`src/rtl/mem_port_arbiter.sv`:
```
// Two-requester round-robin arbiter in front of a single memory-controller port.
// Each transfer is latched, issued, waited on with a timeout, and completed with a DONE pulse.
module mem_port_arbiter #(
  parameter int unsigned TIMEOUT = 64,
  parameter int unsigned ADDR_W  = 32
) (
  input  logic              CLK,
  input  logic              RESET,
  input  logic              REQ0,
  input  logic              REQ1,
  input  logic [1:0]        CTRL0,
  input  logic [1:0]        CTRL1,
  input  logic [ADDR_W-1:0] ADDR0,
  input  logic [ADDR_W-1:0] ADDR1,
  output logic              GNT0,
  output logic              GNT1,
  output logic              DONE0,
  output logic              DONE1,
  output logic [47:0]       RDATA,
  output logic              ERR,
  output logic              MC_ENABLE,
  output logic [1:0]        MC_CTRL,
  output logic [ADDR_W-1:0] MC_ADDRESS,
  input  logic              MC_HANDSHAKE,
  input  logic [47:0]       MC_READ
);

  localparam int unsigned     CntW    = $clog2(TIMEOUT) + 1;
  localparam logic [CntW-1:0] CntLast = CntW'(TIMEOUT - 1);

  typedef enum logic [1:0] {S_IDLE, S_ISSUE, S_WAIT, S_DONE} state_e;

  state_e              state_q, state_d;
  logic [1:0]          ctrl_q, ctrl_d;
  logic [ADDR_W-1:0]   addr_q, addr_d;
  logic                id_q, id_d;
  logic                last_q, last_d;
  logic [CntW-1:0]     cnt_q, cnt_d;
  logic [47:0]         rdata_q, rdata_d;
  logic                err_q, err_d;
  logic                winner;

  // On contention the requester not served last wins.
  always_comb begin
    if (REQ0 && REQ1) begin
      winner = ~last_q;
    end else begin
      winner = REQ1;
    end
  end

  always_comb begin
    state_d = state_q;
    ctrl_d  = ctrl_q;
    addr_d  = addr_q;
    id_d    = id_q;
    last_d  = last_q;
    cnt_d   = cnt_q;
    rdata_d = rdata_q;
    err_d   = err_q;
    unique case (state_q)
      S_IDLE: begin
        if (REQ0 || REQ1) begin
          id_d    = winner;
          ctrl_d  = winner ? CTRL1 : CTRL0;
          addr_d  = winner ? ADDR1 : ADDR0;
          cnt_d   = '0;
          state_d = S_ISSUE;
        end
      end
      S_ISSUE: begin
        state_d = S_WAIT;
      end
      S_WAIT: begin
        if (cnt_q != '1) begin
          cnt_d = cnt_q + CntW'(1);
        end
        // Handshake takes priority over a coincident timeout.
        if (MC_HANDSHAKE) begin
          rdata_d = MC_READ;
          err_d   = 1'b0;
          state_d = S_DONE;
        end else if (cnt_q >= CntLast) begin
          rdata_d = '0;
          err_d   = 1'b1;
          state_d = S_DONE;
        end
      end
      S_DONE: begin
        last_d  = id_q;
        state_d = S_IDLE;
      end
      default: begin
        state_d = S_IDLE;
      end
    endcase
  end

  always_ff @(posedge CLK or posedge RESET) begin
    if (RESET) begin
      state_q <= S_IDLE;
      ctrl_q  <= '0;
      addr_q  <= '0;
      id_q    <= 1'b0;
      last_q  <= 1'b1;
      cnt_q   <= '0;
      rdata_q <= '0;
      err_q   <= 1'b0;
    end else begin
      state_q <= state_d;
      ctrl_q  <= ctrl_d;
      addr_q  <= addr_d;
      id_q    <= id_d;
      last_q  <= last_d;
      cnt_q   <= cnt_d;
      rdata_q <= rdata_d;
      err_q   <= err_d;
    end
  end

  assign GNT0       = (state_q == S_ISSUE) && !id_q;
  assign GNT1       = (state_q == S_ISSUE) && id_q;
  assign DONE0      = (state_q == S_DONE) && !id_q;
  assign DONE1      = (state_q == S_DONE) && id_q;
  assign MC_ENABLE  = (state_q == S_ISSUE) || (state_q == S_WAIT);
  assign MC_CTRL    = ctrl_q;
  assign MC_ADDRESS = addr_q;
  assign RDATA      = rdata_q;
  assign ERR        = err_q;

endmodule

```
`config.mk`:
```
export PLATFORM = sky130hd
export DESIGN_NAME = mem_port_arbiter
export DESIGN_NICKNAME = d
export VERILOG_FILES = /design/src/rtl/mem_port_arbiter.sv
export SDC_FILE = /design/constraint.sdc
export NUM_CORES = 1
export LEC_CHECK = 0
export CORE_AREA = 2 2 101 103
export DETAILED_ROUTE_END_ITERATION = 16
export DIE_AREA = 0 0 103 105
export PLACE_DENSITY = 0.85
export SYNTH_ARGS = -nofsm -noshare
export SYNTH_HDL_FRONTEND = slang
export SYNTH_SLANG_ARGS = --single-unit
```
`constraint.sdc`:
```
create_clock -name CLK -period 4.8 [get_ports CLK]
set_input_delay 0.72 -clock CLK [delete_from_list [all_inputs] [get_ports CLK]]
set_output_delay 0.72 -clock CLK [all_outputs]
set_load 0.005 [all_outputs]
```
==> results of run 1 <==
registers in the layout, indices dropped and copies added (netlist names):
register / cells
ERR: 1
MC_ADDRESS: 32
MC_CTRL: 2
RDATA: 48
cnt_q: 7
id_q: 1
last_q: 1
state_q: 2
synthesized netlist by cell type (all sizes together):
| master | count |
|---|---|
| nand2b | 2 |
| ha | 5 |
| o221ai | 2 |
| nand3b | 2 |
| a21o | 48 |
| o22a | 1 |
| mux2 | 2 |
| and3 | 52 |
| a22o | 3 |
| clkbuf | 18 |
| o21a | 1 |
| a21oi | 1 |
| o21ai | 39 |
| nor3 | 1 |
| nand2 | 44 |
| inv | 6 |
| o21bai | 1 |
| a221o | 1 |
| mux2i | 36 |
| nand4 | 1 |
| buf | 10 |
| dfstp | 1 |
| nand3 | 1 |
| dfrtp | 93 |
| a32o | 1 |
| a21boi | 1 |
| nor2b | 2 |
| nor2 | 1 |
| and2 | 2 |
| or3b | 1 |
stage by stage:
step,worst slack [ns],power [W],instances,utilization [%]
finish,2.10,0.00371,714,68.8
global route,1.98,0.00396,714,68.8
CTS,2.10,0.00375,714,68.8
detailed placement,1.71,0.00306,698,66.0
global placement,1.84,0.00300,698,66.0
floorplan,1.63,0.00208,379,-
area by class of cell:
cell class | instances | area, um^2 | share of cell area (%)
Sequential cell | 94 | 2350 | 35.5
Timing Repair Buffer | 214 | 2130 | 32.1
Multi-Input combinational cell | 251 | 1700 | 25.5
Tap cell | 133 | 166 | 2.51
Clock buffer | 11 | 141 | 2.13
Clock inverter | 5 | 129 | 1.94
Inverter | 6 | 23.8 | 0.358
worst max-delay path: cells and delay by family:
kind,cells,cell delay [ns]
AOI/OAI and AO/OA,2,1.08
buffers and inverters,2,0.90
muxes,1,0.22
report_power, final:
| group | leakage, nW | internal [W] | total (W) | switching, W |
|---|---|---|---|---|
| Combinational | 2.00 | 0.00100 | 0.00165 | 0.000646 |
| Sequential | 1.17 | 0.00116 | 0.00138 | 0.000216 |
| Clock | 0.134 | 0.000415 | 0.000685 | 0.000269 |
| Total | 3.31 | 0.00258 | 0.00371 | 0.00113 |
per-layer routing:
metal,part of all wire [%],vias up,GRT usage [%]
li1,-,1716,-
met2,47,174,33.3
met1,40,1701,24.2
met5,0,-,0
met4,2.1,0,7.71
met3,11,20,6.56
path summary, 6_finish.rpt:
check	startpoint	endpoint	slack (ns)	cells after the start
max	REQ1	MC_ADDRESS[19]$_DFFE_PP0P_	2.10	5
min	MC_ADDRESS[24]$_DFFE_PP0P_	MC_ADDRESS[24]$_DFFE_PP0P_	0.48	2
max reg2reg	state_q[0]$_DFFE_PP0P_	cnt_q[3]$_DFFE_PP0P_	2.24	6
min reg2reg	MC_ADDRESS[24]$_DFFE_PP0P_	MC_ADDRESS[24]$_DFFE_PP0P_	0.48	2
max in group asynchronous	RESET	RDATA[47]$_DFFE_PP0P_	2.90	3
min in group asynchronous	RESET	RDATA[33]$_DFFE_PP0P_	0.90	2
cells by family after synthesis:
family,Yosys count,synth area share [%]
and+or+nand+nor,109,13.6
AOI/OAI and AO/OA,99,15.7
DFF,94,56.2
muxes,38,9.14
buffers and inverters,34,3.88
adders and majority gates,5,1.49
layout by cell type, fill, tap and decap left out, types with 2 or more instances in the layout:
cell type        instances
o21ai_1                  6
nand2_1                 44
inv_1                    5
o21ai_0                 32
clkbuf_8                10
clkdlybuf4s50_1        208
nand3b_1                 2
and3_1                  52
buf_4                    6
and2_1                   2
ha_1                     5
bufinv_16                4
dfrtp_1                 93
a22o_1                   3
nor2b_1                  2
a21o_1                  48
mux2i_1                 36
o221ai_1                 2
nand2b_1                 2
==> reports/results.txt, run 1 <==
Critical-path top delay cell: a21boi_4
Crit share post-route: 56.3%
Design area: 0.00664 mm^2
Top cells by area, synth: dfrtp_1 56%, mux2i_1 8.6%, a21o_1 8.6%, and3_1 7.8%, nand2_1 3.9%
Clock Path Buffers: 2
Final hold violation count: 0
Post-CTS Setup Bufs: 0
WL final: 11.0 mm
CTS Root Cell: clkbuf_8
Final setup vio count: 0
Port buffer count: 208
Share of cells above drive strength 1: 4.48%
Die H: 105 um
Arr. time, crit path: 2.91 ns
CTS Hold Buffers Added: 0
Sequential share of the synthesized area: 56.2%
DR pass1 iterations: 4
Gates resized, CTS repair: 0
Crit path kind: input port to register
CORE AREA: 0.00964 mm^2
CTS clk-pin slew, worst paths: 0.09 ns
Final max-slew violation count: 0
Fill cells: 711
Fin nets: 702
Yosys warnings: 0
GP Congestion: 0.782
Worst slew pin tran: 1.22 ns
Mean area per synthesized cell: 11.1 um^2
I/O pin count: 209
Worst hold path type: register to register
Area of placed instances: 0.00637 mm^2
Unique masters post-synth: 34
Status: complete, no violations
H-tree depth: 3
Initial drt markers: 97
Yosys reg bits: 94
CTS tree: yes
Cell Rows: 36
Grt ovf: 0
Layout area overhead: 58.4%
Cells after synthesis: 379
Max IR drop VDD: 0.000277 V
Clock skew: 0.00830 ns
Total CTS buffers: 9
Synth Cell Area: 0.00419 mm^2
Via count: 3611
Largest area contributor in the netlist: dfrtp_1
Dpl hpwl: 8.23 mm
Synth top area share: 55.6%
Initial Util: 43.5%
Vias in the first global route: 3652
Clock Sinks: 94
Worst-path fanout max: 29
Max Freq: 370 MHz
Clock Latency Late Sink: 0.35 ns
Fin Hold WS: 0.480 ns
Setup crit end kind: register
# DRC: 0
Fin Setup TNS: 0 ns
Fin crit period: 2.70 ns
RSZ-0062 raised after global routing: false
CP max stage delay: 0.98 ns
Antenna Cells: 0
Die Footprint: 0.0108 mm^2
GRT Util Overall: 20.2%
Startpoint Class: input port
Post-DR wirelength/cell: 15.5 um
Die W: 103 um
Max cap viols: 0
First-pass GRT wire length: 17.2 mm
CP Cell Sequence: clkdlybuf4s50_1 -> a21boi_4 -> buf_4 -> mux2i_1 -> o21ai_0
Pwr dens: 559 mW/mm^2
Syn nets: 505
Leak: 3.31 nW
Required @ worst endpoint: 5.01 ns
Initial antenna violation count: 0
Slew headroom: 18.5%
Largest net degree at the start of global routing: 70
Post-DRT Antenna Nets: 0
Vias per std cell: 5.06
Power figures use the tool's default switching activity.
==> run 2, diff against run 1 <==
- CORE_AREA: 2 2 101 103 -> 2 2 106 108
- DIE_AREA: 0 0 103 105 -> 0 0 108 110
- PLACE_DENSITY: 0.85 -> 0.78
- clock period: 4.8 -> 2.6 ns (I/O delays scaled with it)
==> run 2 against run 1 <==
Largest power group unchanged. Register-to-register slack worse by 1.5 ns. Largest cell class unchanged. Total power up 76%. Global-route usage down 0.32 points. First-iteration DRC count up 130%.
==> reports/results.txt, run 2 (synthesized netlist as in run 1, its figures left out) <==
Status: complete, no violations
Layout area overhead: 57.4%
Worst hold path type: register to register
Critical-path top delay cell: clkdlybuf4s50_1
Vias per std cell: 4.96
WL final: 11.5 mm
CP max stage delay: 0.54 ns
Max reg flops: 48
Max Freq: 484 MHz
Required @ worst endpoint: 2.21 ns
CP Cell Sequence: inv_1 -> ha_1 -> clkdlybuf4s50_1
Most frequent cells in the layout: 208 x clkdlybuf4s50_1, 93 x dfrtp_1, 52 x and3_1
Max cap viols: 0
Crit path kind: register to output port
Grt ovf: 0
Vias in the first global route: 3758
Initial antenna violation count: 0
Pwr dens: 990 mW/mm^2
Post-DRT Antenna Nets: 0
Port buffer count: 208
RSZ-0062 raised after global routing: false
Initial Util: 39.2%
Fin crit period: 2.06 ns
Post-CTS Setup Bufs: 0
Final setup vio count: 0
Met1 Track Usage GR: 22.4%
H-tree depth: 3
Clock Sinks: 94
GRT Util Overall: 19.8%
Share of cells above drive strength 1: 4.64%
Total CTS buffers: 9
Crit share post-route: 79.4%
Clock Latency Late Sink: 0.35 ns
Gates resized, CTS repair: 0
Commonest non-fill, non-tap cell in the layout: clkdlybuf4s50_1
Via count: 3578
Setup crit end kind: output port
Max IR drop VDD: 0.000442 V
Startpoint Class: register
CP bufs+invs: 2
Arr. time, crit path: 1.67 ns
Clock skew: 0.0127 ns
GR peak layer: met2
I/O pin count: 209
Final hold violation count: 0
Die W: 108 um
CTS clk-pin slew, worst paths: 0.09 ns
Worst-path fanout max: 4
Final max-slew violation count: 0
Fin nets: 704
Die H: 110 um
Fin Setup TNS: 0 ns
CTS tree: yes
# DRC: 0
First-pass GRT wire length: 18.4 mm
Global Route met2 Usage: 35.0%
CTS Hold Buffers Added: 0
CORE AREA: 0.0107 mm^2
Antenna Cells: 0
Slew headroom: 64.3%
Clock Path Buffers: 2
CTS Root Cell: clkbuf_8
Fill cells: 887
Cell Rows: 38
Dpl hpwl: 8.61 mm
Largest net degree at the start of global routing: 95
DR pass1 iterations: 5
Initial drt markers: 219
Leak: 3.28 nW
Top delay family on crit path: buffers and inverters
Worst slew pin tran: 0.536 ns
Die Footprint: 0.0119 mm^2
GP Congestion: 0.733
Met3 usage in global routing: 7.52%
Post-DR wirelength/cell: 15.9 um
Fin Hold WS: 0.482 ns
-- run 2: final timing paths --
check                                        endpoint  cells after the start                   start  slack (ns)
min reg2reg                     RDATA[21]$_DFFE_PP0P_                      1   RDATA[21]$_DFFE_PP0P_        0.48
max                                         MC_ENABLE                      3  state_q[0]$_DFFE_PP0P_        0.54
min in group asynchronous  MC_ADDRESS[27]$_DFFE_PP0P_                      3                   RESET        0.52
max reg2reg                    state_q[1]$_DFFE_PP0P_                      5  state_q[0]$_DFFE_PP0P_        0.74
max in group asynchronous          last_q$_DFFE_PP1N_                      3                   RESET        1.69
min                             RDATA[21]$_DFFE_PP0P_                      1   RDATA[21]$_DFFE_PP0P_        0.48
-- run 2: layout make-up --
type                       instances  area [um^2]  area share [%]
multi-input combinational        251         1700            25.7
inverter                           6         26.3           0.399
clock buffer                      12          155            2.35
timing repair buffer             216         2170            32.9
clock inverter                     3         20.0           0.304
tap                              140          175            2.66
sequential                        94         2350            35.7
-- run 2: power breakdown --
| group | total, W | switching [W] | leakage, nW | internal, W |
|---|---|---|---|---|
| sequential | 0.00257 | 0.000425 | 1.17 | 0.00214 |
| combinational | 0.00308 | 0.00121 | 2.02 | 0.00187 |
| clock | 0.000880 | 0.000485 | 0.0845 | 0.000394 |
-- run 2: metrics by stage --
step | setup WS [ns] | instances | total power [W] | utilization (%) | instance area (um^2)
after global routing | 0.450 | 722 | 0.00702 | 61.6 | 6590
after CTS | 0.495 | 722 | 0.00662 | 61.6 | 6590
after detailed placement | 0.529 | 707 | 0.00573 | 60.0 | 6420
after floorplan | 0.990 | 379 | 0.00383 | - | 4190
final | 0.536 | 722 | 0.00653 | 61.6 | 6590
after global placement | 0.597 | 707 | 0.00560 | 60.0 | 6420
-- run 2: layer usage --
layer  up-vias  wire length [um]
li1       1719                 -
met1      1684              4480
met2       165              5500
met3        10              1340
met4         0               139
met5         -                 0
